`src/rtl/div_seq_ctrl.sv`:
```
// -----------------------------------------------------------------------------
// div_seq_ctrl
//
// Purpose:
//   Control FSM for a restoring iterative divider. The datapath outside this
//   block holds three loadable left-shift registers (A = dividend/quotient,
//   R = remainder, B = divisor) and a comparator/subtractor giving ge = (R >= B)
//   and R-B. This block issues every load/shift/enable strobe, counts the N
//   iterations, runs the start/done handshake and flags divide-by-zero.
//
// Handshake:
//   start is a request that is only looked at in IDLE; it is accepted on the
//   clock edge where the FSM sits in IDLE with start=1 and abort=0. There is
//   no back-pressure and no queueing: requests while busy or in DONE are
//   dropped. done is a single-cycle pulse that marks A/R as valid (or, when
//   div_by_zero is set, marks the rejected request as finished).
//
// Ports:
//   clk          in   rising-edge clock
//   reset        in   asynchronous active-low reset
//   start        in   request a division (sampled in IDLE only)
//   abort        in   synchronous cancel, back to IDLE from any state
//   b_zero       in   divisor data input is zero
//   ge           in   comparator result R >= B
//   a_sL/a_E/a_w out  A load-select, enable, shift-in (quotient bit)
//   r_sL/r_E     out  R load-select, enable (shift-in is A[N-1] in datapath)
//   r_sel        out  R load data: 0 = zero, 1 = R-B
//   b_E          out  B load enable
//   busy         out  high in LOAD/SHIFT/SUB
//   done         out  one-cycle completion pulse
//   div_by_zero  out  sticky error flag, cleared by the next accepted start
//   o_dbg_state  out  current FSM state encoding
// -----------------------------------------------------------------------------
module div_seq_ctrl #(
  parameter int N     = 6,
  parameter int CNT_W = 3
) (
  input  logic       clk,
  input  logic       reset,
  input  logic       start,
  input  logic       abort,
  input  logic       b_zero,
  input  logic       ge,
  output logic       a_sL,
  output logic       a_E,
  output logic       a_w,
  output logic       r_sL,
  output logic       r_E,
  output logic       r_sel,
  output logic       b_E,
  output logic       busy,
  output logic       done,
  output logic       div_by_zero,
  output logic [2:0] o_dbg_state
);

  typedef enum logic [2:0] {
    S_IDLE  = 3'd0,
    S_LOAD  = 3'd1,
    S_SHIFT = 3'd2,
    S_SUB   = 3'd3,
    S_DONE  = 3'd4
  } state_t;

  localparam logic [CNT_W-1:0] LAST_ITER = CNT_W'(N - 1);

  state_t             r_state;
  state_t             w_state_nxt;
  logic [CNT_W-1:0]   r_count;
  logic [CNT_W-1:0]   w_count_nxt;
  logic               r_dz;
  logic               w_dz_nxt;

  // State, iteration counter and sticky error flag.
  always_ff @(posedge clk or negedge reset) begin
    if (!reset) begin
      r_state <= S_IDLE;
      r_count <= '0;
      r_dz    <= 1'b0;
    end else begin
      r_state <= w_state_nxt;
      r_count <= w_count_nxt;
      r_dz    <= w_dz_nxt;
    end
  end

  // Next-state logic. abort overrides every transition, including start.
  always_comb begin
    w_state_nxt = r_state;
    w_count_nxt = r_count;
    w_dz_nxt    = r_dz;

    if (abort) begin
      w_state_nxt = S_IDLE;
      w_count_nxt = '0;
    end else begin
      case (r_state)
        S_IDLE: begin
          if (start) begin
            if (b_zero) begin
              // Rejected request: flag it and finish without touching A/R/B.
              w_dz_nxt    = 1'b1;
              w_state_nxt = S_DONE;
            end else begin
              w_dz_nxt    = 1'b0;
              w_state_nxt = S_LOAD;
            end
          end
        end
        S_LOAD: begin
          w_count_nxt = '0;
          w_state_nxt = S_SHIFT;
        end
        S_SHIFT: begin
          w_state_nxt = S_SUB;
        end
        S_SUB: begin
          if (r_count == LAST_ITER) begin
            w_state_nxt = S_DONE;
          end else begin
            w_count_nxt = r_count + CNT_W'(1);
            w_state_nxt = S_SHIFT;
          end
        end
        S_DONE: begin
          w_state_nxt = S_IDLE;
        end
        default: begin
          w_state_nxt = S_IDLE;
          w_count_nxt = '0;
        end
      endcase
    end
  end

  // Strobes are a function of state only, except ge in SUB.
  always_comb begin
    a_sL  = 1'b0;
    a_E   = 1'b0;
    a_w   = 1'b0;
    r_sL  = 1'b0;
    r_E   = 1'b0;
    r_sel = 1'b0;
    b_E   = 1'b0;
    busy  = 1'b0;
    done  = 1'b0;

    case (r_state)
      S_LOAD: begin
        a_sL = 1'b1;
        a_E  = 1'b1;
        b_E  = 1'b1;
        r_sL = 1'b1;
        r_E  = 1'b1;
        busy = 1'b1;
      end
      S_SHIFT: begin
        // R takes in A[N-1]; A is held so its MSB stays stable for SUB.
        r_E  = 1'b1;
        busy = 1'b1;
      end
      S_SUB: begin
        // Quotient bit enters A; R is replaced by R-B only when it fits.
        a_E   = 1'b1;
        a_w   = ge;
        r_E   = ge;
        r_sL  = 1'b1;
        r_sel = 1'b1;
        busy  = 1'b1;
      end
      S_DONE: begin
        done = 1'b1;
      end
      default: ;
    endcase
  end

  assign div_by_zero = r_dz;
  assign o_dbg_state = r_state;

endmodule
```
`config.mk`:
```
export PLATFORM = sky130hd
export DESIGN_NAME = div_seq_ctrl
export DESIGN_NICKNAME = d
export VERILOG_FILES = /design/src/rtl/div_seq_ctrl.sv
export SDC_FILE = /design/constraint.sdc
export NUM_CORES = 1
export LEC_CHECK = 0
export BUFFER_PORTS_ARGS = -buffer_cell sky130_fd_sc_hd__buf_2
export CAP_MARGIN = 20
export CORE_AREA = 2 2 39 41
export CTS_CLUSTER_SIZE = 25
export DETAILED_ROUTE_END_ITERATION = 10
export DIE_AREA = 0 0 41 43
export PLACE_DENSITY = 0.6
export SLEW_MARGIN = 10
export SYNTH_ARGS = -nofsm -noshare
export SYNTH_HDL_FRONTEND = slang
export SYNTH_SLANG_ARGS = --single-unit
export TNS_END_PERCENT = 30
```
`constraint.sdc`:
```
create_clock -name clk -period 1.1 [get_ports clk]
set_input_delay 0.33 -clock clk [delete_from_list [all_inputs] [get_ports clk]]
set_output_delay 0.33 -clock clk [all_outputs]
set_load 0.005 [all_outputs]
```
==> results of run 1 <==
-- layer usage --
metal | global-route usage (%) | up-vias
met5 | 0 | -
met4 | 10.0 | 0
met3 | 3.14 | 2
met2 | 24.1 | 13
met1 | 19.2 | 214
li1 | - | 231
-- synthesized netlist by cell type --
cell type	instances	share of area, %
nand4_1	1	1.4
and2_1	2	2.8
a21oi_1	2	2.2
inv_1	3	2.5
mux2_4	1	3.4
o21a_1	1	1.7
ha_1	2	5.6
nor2_2	1	1.4
a21boi_0	1	1.7
nor4_2	1	2.8
nor4_1	1	1.4
dfrtp_1	7	39
a21boi_2	1	2.5
and3b_1	2	3.9
nand3_1	2	2.2
nand2_1	1	0.84
o41ai_1	2	3.9
nor2b_1	1	1.4
mux2_1	1	2.5
and2b_1	1	1.7
o211ai_1	2	3.4
and4b_1	1	2.2
nor2_1	4	3.4
buf_4	2	3.4
buf_6	1	2.5
-- sequential cells by signal, indices dropped and copies added, names as in the netlist --
| signal | flops |
|---|---|
| r_count | 3 |
| div_by_zero | 1 |
| o_dbg_state | 3 |
-- worst register-to-register path, delay by kind of cell (launching register included) --
kind,cells,cell delay [ns]
DFF,1,0.44
muxes,1,0.30
buffers and inverters,2,0.28
AOI/OAI and AO/OA,2,0.26
-- per-stage QoR --
step	cell area (um^2)	worst slack, ns	setup TNS [ns]	std cells	hold WS (ns)
after floorplan	459	-0.171	-0.612	44	0.0344
after global placement	633	-0.154	-1.25	87	0.177
after detailed placement	633	-0.174	-1.32	87	0.176
after CTS	717	-0.418	-4.61	95	0.341
after global routing	752	-0.463	-5.82	96	0.351
final	752	-0.414	-4.57	96	0.346
-- report_power, final --
| group | total [mW] | leakage, nW | internal [mW] | switching [mW] |
|---|---|---|---|---|
| logic | 0.206 | 0.291 | 0.122 | 0.0843 |
| registers | 0.288 | 0.0897 | 0.274 | 0.0133 |
| clock network | 0.235 | 0.0150 | 0.139 | 0.0968 |
-- how the worst min path moves through the flow --
stage,from,end,slack (ns)
2_1_floorplan,reset,div_by_zero$_DFFE_PN0P_,0.03
3_3_place_gp,reset,r_count[2]$_DFFE_PN0P_,0.18
3_5_place_dp,reset,r_count[0]$_DFFE_PN0P_,0.18
4_1_cts,b_zero,div_by_zero$_DFFE_PN0P_,0.34
5_1_grt,b_zero,div_by_zero$_DFFE_PN0P_,0.35
6_report,b_zero,div_by_zero$_DFFE_PN0P_,0.35
-- kinds of logic (layout without fill, tap and decap cells) --
group           after synthesis  after routing  share of synthesized area [%]
compound gates                9              9                           15.4
fa+ha+maj                     2              2                           5.60
buf+inv                       6             42                           8.40
flops                         7              7                           39.2
mux                           2              2                           5.88
simple gates                 18             18                           25.5
-- layout make-up --
type / count / area [um^2]
Inverter: 3 / 11.3
Sequential cell: 7 / 179
Tap cell: 16 / 20.0
Clock buffer: 4 / 26.3
Fill cell: 126 / 632
Multi-Input combinational cell: 31 / 275
Timing Repair Buffer: 35 / 240
-- what timing repair did --
item	CTS	global route
endpoints found under the setup margin	16	20
pin swaps	1	3
gates resized for setup	6	8
buffers inserted	3	1
hold endpoints to repair	7	0
hold buffers	1	0
-- cells in the final DEF, fill, tap and decap left out, drive strengths merged, types with 3 or more instances in the layout --
| master | netlist | final |
|---|---|---|
| nor2 | 5 | 5 |
| buf | 3 | 34 |
| dfrtp | 7 | 7 |
| inv | 3 | 3 |
| clkbuf | 0 | 4 |
==> out/summary.md, run 1 <==
Counting buffers and inverters, the worst setup path is 3 cells deep. The start point of the critical path was o_dbg_state[0]$_DFFE_PN0P_. The logs give 0 for the Yosys warning count and 3 for the clock buffer count from CTS. Once the floorplan was initialized, standard cells occupied 32.3% of the core.

The worst max-slew margin expressed relative to the limit was 81.4%; the share of post-route cells with drive strength above 1 was 65.0%. The power density over the cells was 970 mW/mm^2; the vertical die dimension was 43 um. Compared with the post-synthesis result, the final layout area differs by 68.3%.

The number of buffer and inverter stages on the critical path is 1. The first global-routing pass estimated 1840 um of wire. STA puts the critical path data arrival time at 1.18 ns. The completed layout was analyzed and its total power is 0.729 mW. The worst setup path is launched from a flop. The maximum operating frequency is 0.660 GHz, and the period utilization is 138%.

The CTS H-tree depth was 1; the met1 wire length was 442 um. The run gives 0 as the final number of max-transition violations. The sort of element at the end of the critical path is an output pin. The synthesized netlist occupies a cell area of 447 um^2.

In this run the worst path has a maximum fanout of 5. The worst register-to-register path ends at r_count[1]$_DFFE_PN0P_. The detailed router placed 460 vias in this run.

The startpoint of the worst-slack reg-to-reg timing path was o_dbg_state[0]$_DFFE_PN0P_. The data required time of the critical path was 0.77 ns; the worst clock skew on the final layout was 0.000377 ns. The flow ran to the end, but the final reports show violations. The peak per-stage delay on the critical path came out at 0.44 ns. Setup repair after global routing could not meet its margin everywhere. Setup violations remaining at the end of the flow were counted as 19. The worst hold path passes through 2 cells.

Die span in x: 41 um. The total area inside the core boundary comes to 0.00138 mm^2. In this design, the largest share of critical-path delay is due to flip-flops. For this design the static power due to leakage is 0.396 nW. The antenna diode count is 0. The time the worst path needs with I/O delays and setup was 1.51 ns.

Synthesis produced a netlist with a net count of 52. For the peak ir drop on the vdd network, the log shows 0.563 mV. The tools report the timing endpoint of the critical path as a_w.

Detailed routing placed a total of 59 um of wire on met3. The number of global-route vias before repair is 446. The critical path is of the reg -> out type. The routed design has 1070 um of wire.

The slowest stage cell on the critical path was dfrtp_2. Routed wirelength normalized by instance count: 11.1 um. The checks that failed: setup timing. The logs give 0 for the number of antenna violations at the first check in global routing and 0.25 ns for the latest clock arrival within the worst-skew pair. The clock input transition at the sequential cells of the worst setup and hold paths was 0.05 ns.

The count of standard-cell rows was 14; the residual antenna-violating net count after detailed routing was 0. The worst-case setup margin in the final layout is -0.414 ns, and the routed via count divided by cell count is 4.79. For the number of I/O pins, the log shows 19.

The clock drives 7 sinks. For the pin with the worst max-slew slack, the measured transition is 0.276 ns. The total of max-cap violations is 0, and the first-pass iteration count of the detailed router is 3.

The number of buffers inserted by port buffering was 18; the maximum number of pins on one net before global-route repair was 8. Clock tree synthesis selected as its root buffer the cell clkbuf_4. The average cell area after synthesis was 10.2 um^2. Traced cell by cell, the critical path runs through and3b_2, and2_4, buf_6. The count of endpoints failing hold in the final timing report was 0. The logs give 44 for the number of standard cells after synthesis and 39.2% for the part of the Yosys area used for sequential elements. In this run the top signal layer used is met4. The worst-case register-to-register setup slack is -0.29 ns. TritonCTS built the clock tree. Summed over all nets, the half-perimeter wirelength after detailed placement is 819 um. The floorplan step defined a die boundary enclosing 0.00176 mm^2. Global routing finished with a remaining overflow of 0. The iteration-0 DRC count of the detailed router was 5. For this run, design rule violations remaining after detail routing come to 0.

The congestion estimate from routability-driven global placement came to 0.755. After synthesis the netlist holds a flip-flop and latch count of 7. The run gives 54.3% as the final core utilization.

In this run the worst hold path is classified as in -> reg. Clock tree buffer depth: 2. The net count reported at finish is 89, and the all-layer global routing usage is 15.8%. In the detailed route, the total length drawn on met2 is 554 um.

The depth of the most critical reg-to-reg path is 5, and the distinct cell type count of the synthesized netlist is 25.
Note: power is estimated with default switching activity, not from simulation.
==> run 2: changes to the inputs <==
--- a/config.mk
+++ b/config.mk
@@ -5,13 +5,15 @@
 export SDC_FILE = /design/constraint.sdc
 export NUM_CORES = 1
 export LEC_CHECK = 0
+export ABC_AREA = 1
 export BUFFER_PORTS_ARGS = -buffer_cell sky130_fd_sc_hd__buf_2
 export CAP_MARGIN = 20
 export CORE_AREA = 2 2 39 41
 export CTS_CLUSTER_SIZE = 25
 export DETAILED_ROUTE_END_ITERATION = 10
 export DIE_AREA = 0 0 41 43
-export PLACE_DENSITY = 0.6
+export PLACE_DENSITY = 0.63
+export SETUP_SLACK_MARGIN = 0.15
 export SLEW_MARGIN = 10
 export SYNTH_ARGS = -nofsm -noshare
 export SYNTH_HDL_FRONTEND = slang
==> run 2 against run 1 <==
Net effect: the flow still finishes with violations (setup timing); final cell count up 26%; area after synthesis up 7.3%; maximum frequency down 2.9%; critical path type unchanged; largest power group is now combinational cells.
==> out/summary.md, run 2 <==
The run finished, with violations left. The final reports fail on setup timing. The footprint of the multi-input gates is 305 um^2. The average cell area after synthesis is 6.95 um^2, and the net count reported at finish is 114.

Xor and xnor fraction of the mapped netlist area: 0%. The run gives 1.23 ns as the critical path data arrival time. Ranked by total cell area, the synthesized netlist is headed by dfrtp_1 37%, nand2_1 13%, nor2_1 8.6%, inv_1 7.8%, ha_1 5.2%. For this run, the detailed router's first-pass iteration total came to 4. The synthesized design spends more area on one cell type than any other, namely dfrtp_1.

During synthesis, Yosys emitted a total of 0 warnings. After synthesis the netlist holds a flip-flop and latch count of 7. Worst-case setup margin in the final layout: -0.460 ns. The peak per-stage delay on the critical path came out at 0.44 ns.

The tools report the number of global-route vias before repair as 527. Of the cells placed in the final design, the portion with a size suffix greater than 1 is 54.3%. The period utilization is 142%.

The basic-gate share of the synthesized area counting and, or, nand and nor cells is 36.6%. After synthesis, the largest family of logic cells by area is simple AND/OR/NAND/NOR gates. Port buffering added 18 buffers. The sort of element at the end of the critical path is an output pin. In this run the worst path has a maximum fanout of 4. The netlist uses 17 different library cells. In the synthesized netlist, the cells that appear most often are 16 x nand2_1, 11 x nor2_1, 10 x inv_1. The vertical die dimension is 43 um, and the area used by sequential logic in the layout is 178 um^2. The routed layout has 567 vias. The most frequent standard cell in the layout excluding fill and tap cells is buf_2.

For this run, asynchronously set or reset flops after synthesis account for 100%. The detail route stage leaves a number of antenna-violating nets equal to 0. Data on the critical path is required at its endpoint by 0.77 ns.

The number of I/O pins was 19; the number of antenna violations at the first check in global routing was 0. The peak ir drop on the vdd network was 0.636 mV; the time the worst path needs with I/O delays and setup was 1.56 ns. The count of endpoints failing hold in the final timing report came out at 0. The initial standard-cell utilization of the core came out at 34.6%. The power density over the cells was 1120 mW/mm^2.

The arithmetic-cell share of the synthesized area counting full adders, half adders and majority gates works out to 5.22%. Among all stages on the critical path, the largest delay is contributed by dfrtp_1. The CTS H-tree depth is 1.

For the global-route wire length before repair, the log shows 2060 um. The routed wirelength normalized by instance count is 10.8 um. The startpoint type of the worst setup path was a flop.

The routed via count divided by cell count was 4.69. The floorplan has 14 rows. The overall power of the completed layout was 0.909 mW.

The library cells used most frequently in the layout, excluding fill and tap cells, are 15 x buf_2, 14 x nand2_1, 12 x buf_4. The tools report the count of endpoints failing setup in the final report as 19. After synthesis, the largest area contributor takes up 36.6% of total cell area. Entering global routing, the biggest net connects 8 pins.

The count of filler cells inserted in the layout came out at 129. The tools report the residual DRC count as 0. Headroom to the max-slew limit came out at 87.1%. The part of the Yosys area used for sequential elements came out at 36.6%. The number of cells after detailed placement is 112.

The tools report the latest clock arrival within the worst-skew pair as 0.25 ns. The critical path goes through nand3_1, nand2_1, or2_1, buf_2. The logs give 77 for the net count of the mapped netlist and 479 um^2 for the cell area after synthesis.

The final layout contains routed wiring with a total length of 1310 um. After floorplanning, the core was sized to cover 0.00138 mm^2. The first routing iteration left 8 violations. Most repeated cell in the gate-level netlist after synthesis: nand2_1. The final number of max-transition violations was 0; the all-layer global routing usage was 17.2%. The area growth from synthesis to layout is 69.7%. The tools report the floorplan die area as 0.00176 mm^2.

The root buffer cell was clkbuf_4. The run gives 0.00542 ns as the worst clock skew on the final layout. The count of flip-flops with a built-in enable after synthesis came out at 0. Multiplexer cells account for 0% of the synthesized area. Clock input transition at the sequential cells of the worst setup and hold paths: 0.06 ns. Clock tree buffer depth: 2.

TritonCTS built the clock tree. Setup repair after global routing could not meet its margin everywhere. The tools report the number of clock sinks as 7. The sum of net half-perimeters after detailed placement is 953 um. The post-synthesis compound-gate area fraction is 9.92%. Across the run, the number of max-cap violations was 0. For the antenna diode count, the log shows 0.

The worst hold path belongs to the class in -> reg. Measured on the finished design, the core utilization comes to 58.8%. The run gives 0.823 as the final RePlAce weighted congestion. Derived from the worst setup path, the maximum achievable clock frequency is 0.641 GHz. In this run, CTS created clock tree buffers numbering 3. Synthesis produced 69 cells. The transition time of the tightest slew-check pin came out at 0.193 ns. The tools report the leakage power as 0.491 nW.

The die is 41 um wide. The leading register cell type out of synthesis was dfrtp_1. The worst setup path is of the reg -> out kind. The sum of overflow across all layers after global routing is 0, and the number of non-filler instances in the completed layout is 121. The run gives -4.33 ns as the final setup TNS.
-- run 2: cell count changes after synthesis, moves of 2 or more --
cell      delta
inv_1        +7
nand2_1     +15
o211ai_1     -2
nand4_1      +2
nand3_1      +2
and2_1       -2
and3b_1      -2
o41ai_1      -2
nand2_2      +2
o21ai_0      +2
nor2_1       +7
a21oi_1      +2
-- run 2: worst max-delay path: cells and delay by family (launching register included) --
family                 cells  cell delay, ns
flip-flops                 1            0.44
AND/OR/NAND/NOR            3            0.41
buffers and inverters      1            0.12
-- run 2: kinds of logic (layout without fill, tap and decap cells) --
family / count (synthesis) / in the layout
flip-flops: 7 / 7
AO/OA/AOI/OAI: 8 / 8
buffers and inverters: 13 / 49
adder cells (fa/ha/maj): 2 / 2
AND/OR/NAND/NOR: 39 / 39
-- run 2: worst paths after layout --
check / startpoint / end / slack (ns) / cells past startpoint
worst max-delay path: o_dbg_state[1]$_DFFE_PN0P_ / r_E / -0.46 / 4
worst min register to register: div_by_zero$_DFFE_PN0P_ / div_by_zero$_DFFE_PN0P_ / 0.49 / 2
worst min-delay path: abort / o_dbg_state[1]$_DFFE_PN0P_ / 0.30 / 2
worst max register to register: o_dbg_state[0]$_DFFE_PN0P_ / r_count[0]$_DFFE_PN0P_ / -0.16 / 8
max in group asynchronous: reset / o_dbg_state[2]$_DFFE_PN0P_ / 0.49 / 2
min in group asynchronous: reset / o_dbg_state[1]$_DFFE_PN0P_ / 0.44 / 2
-- run 2: report_power, final --
group	switching [mW]	internal, mW	total [mW]
Combinational	0.178	0.186	0.364
Clock	0.105	0.139	0.244
Sequential	0.0197	0.281	0.301
-- run 2: final cells by class --
cell class              count  area share [%]
multi-input cells          49            37.5
repair buffers             34            29.8
well taps                  16            2.46
clock buffers               4            3.23
flip-flops and latches      7            21.8
inverters                  11            5.08
-- run 2: per-stage QoR --
stage	setup WS, ns	hold WS [ns]	cell area (um^2)
after floorplan	-0.126	0.0344	489
after global placement	-0.177	0.179	667
after detailed placement	-0.189	0.178	667
after CTS	-0.462	0.292	782
after global routing	-0.548	0.313	813
final	-0.460	0.298	813
-- run 2: what timing repair did --
action | 4_1_cts | 5_1_grt
hold buffers | 1 | 0
resized for setup | 14 | 7
endpoints found under the hold margin | 7 | 0
pin swaps | 3 | 3
buffers inserted | 3 | 1
endpoints found under the setup margin | 20 | 20
-- run 2: metal layers --
layer / wire length, um / vias up / track usage, %
li1: - / 289 / -
met1: 540 / 253 / 18.7
met2: 658 / 21 / 28.1
met3: 79 / 4 / 2.09
met4: 32 / 0 / 12.7
met5: 0 / - / 0
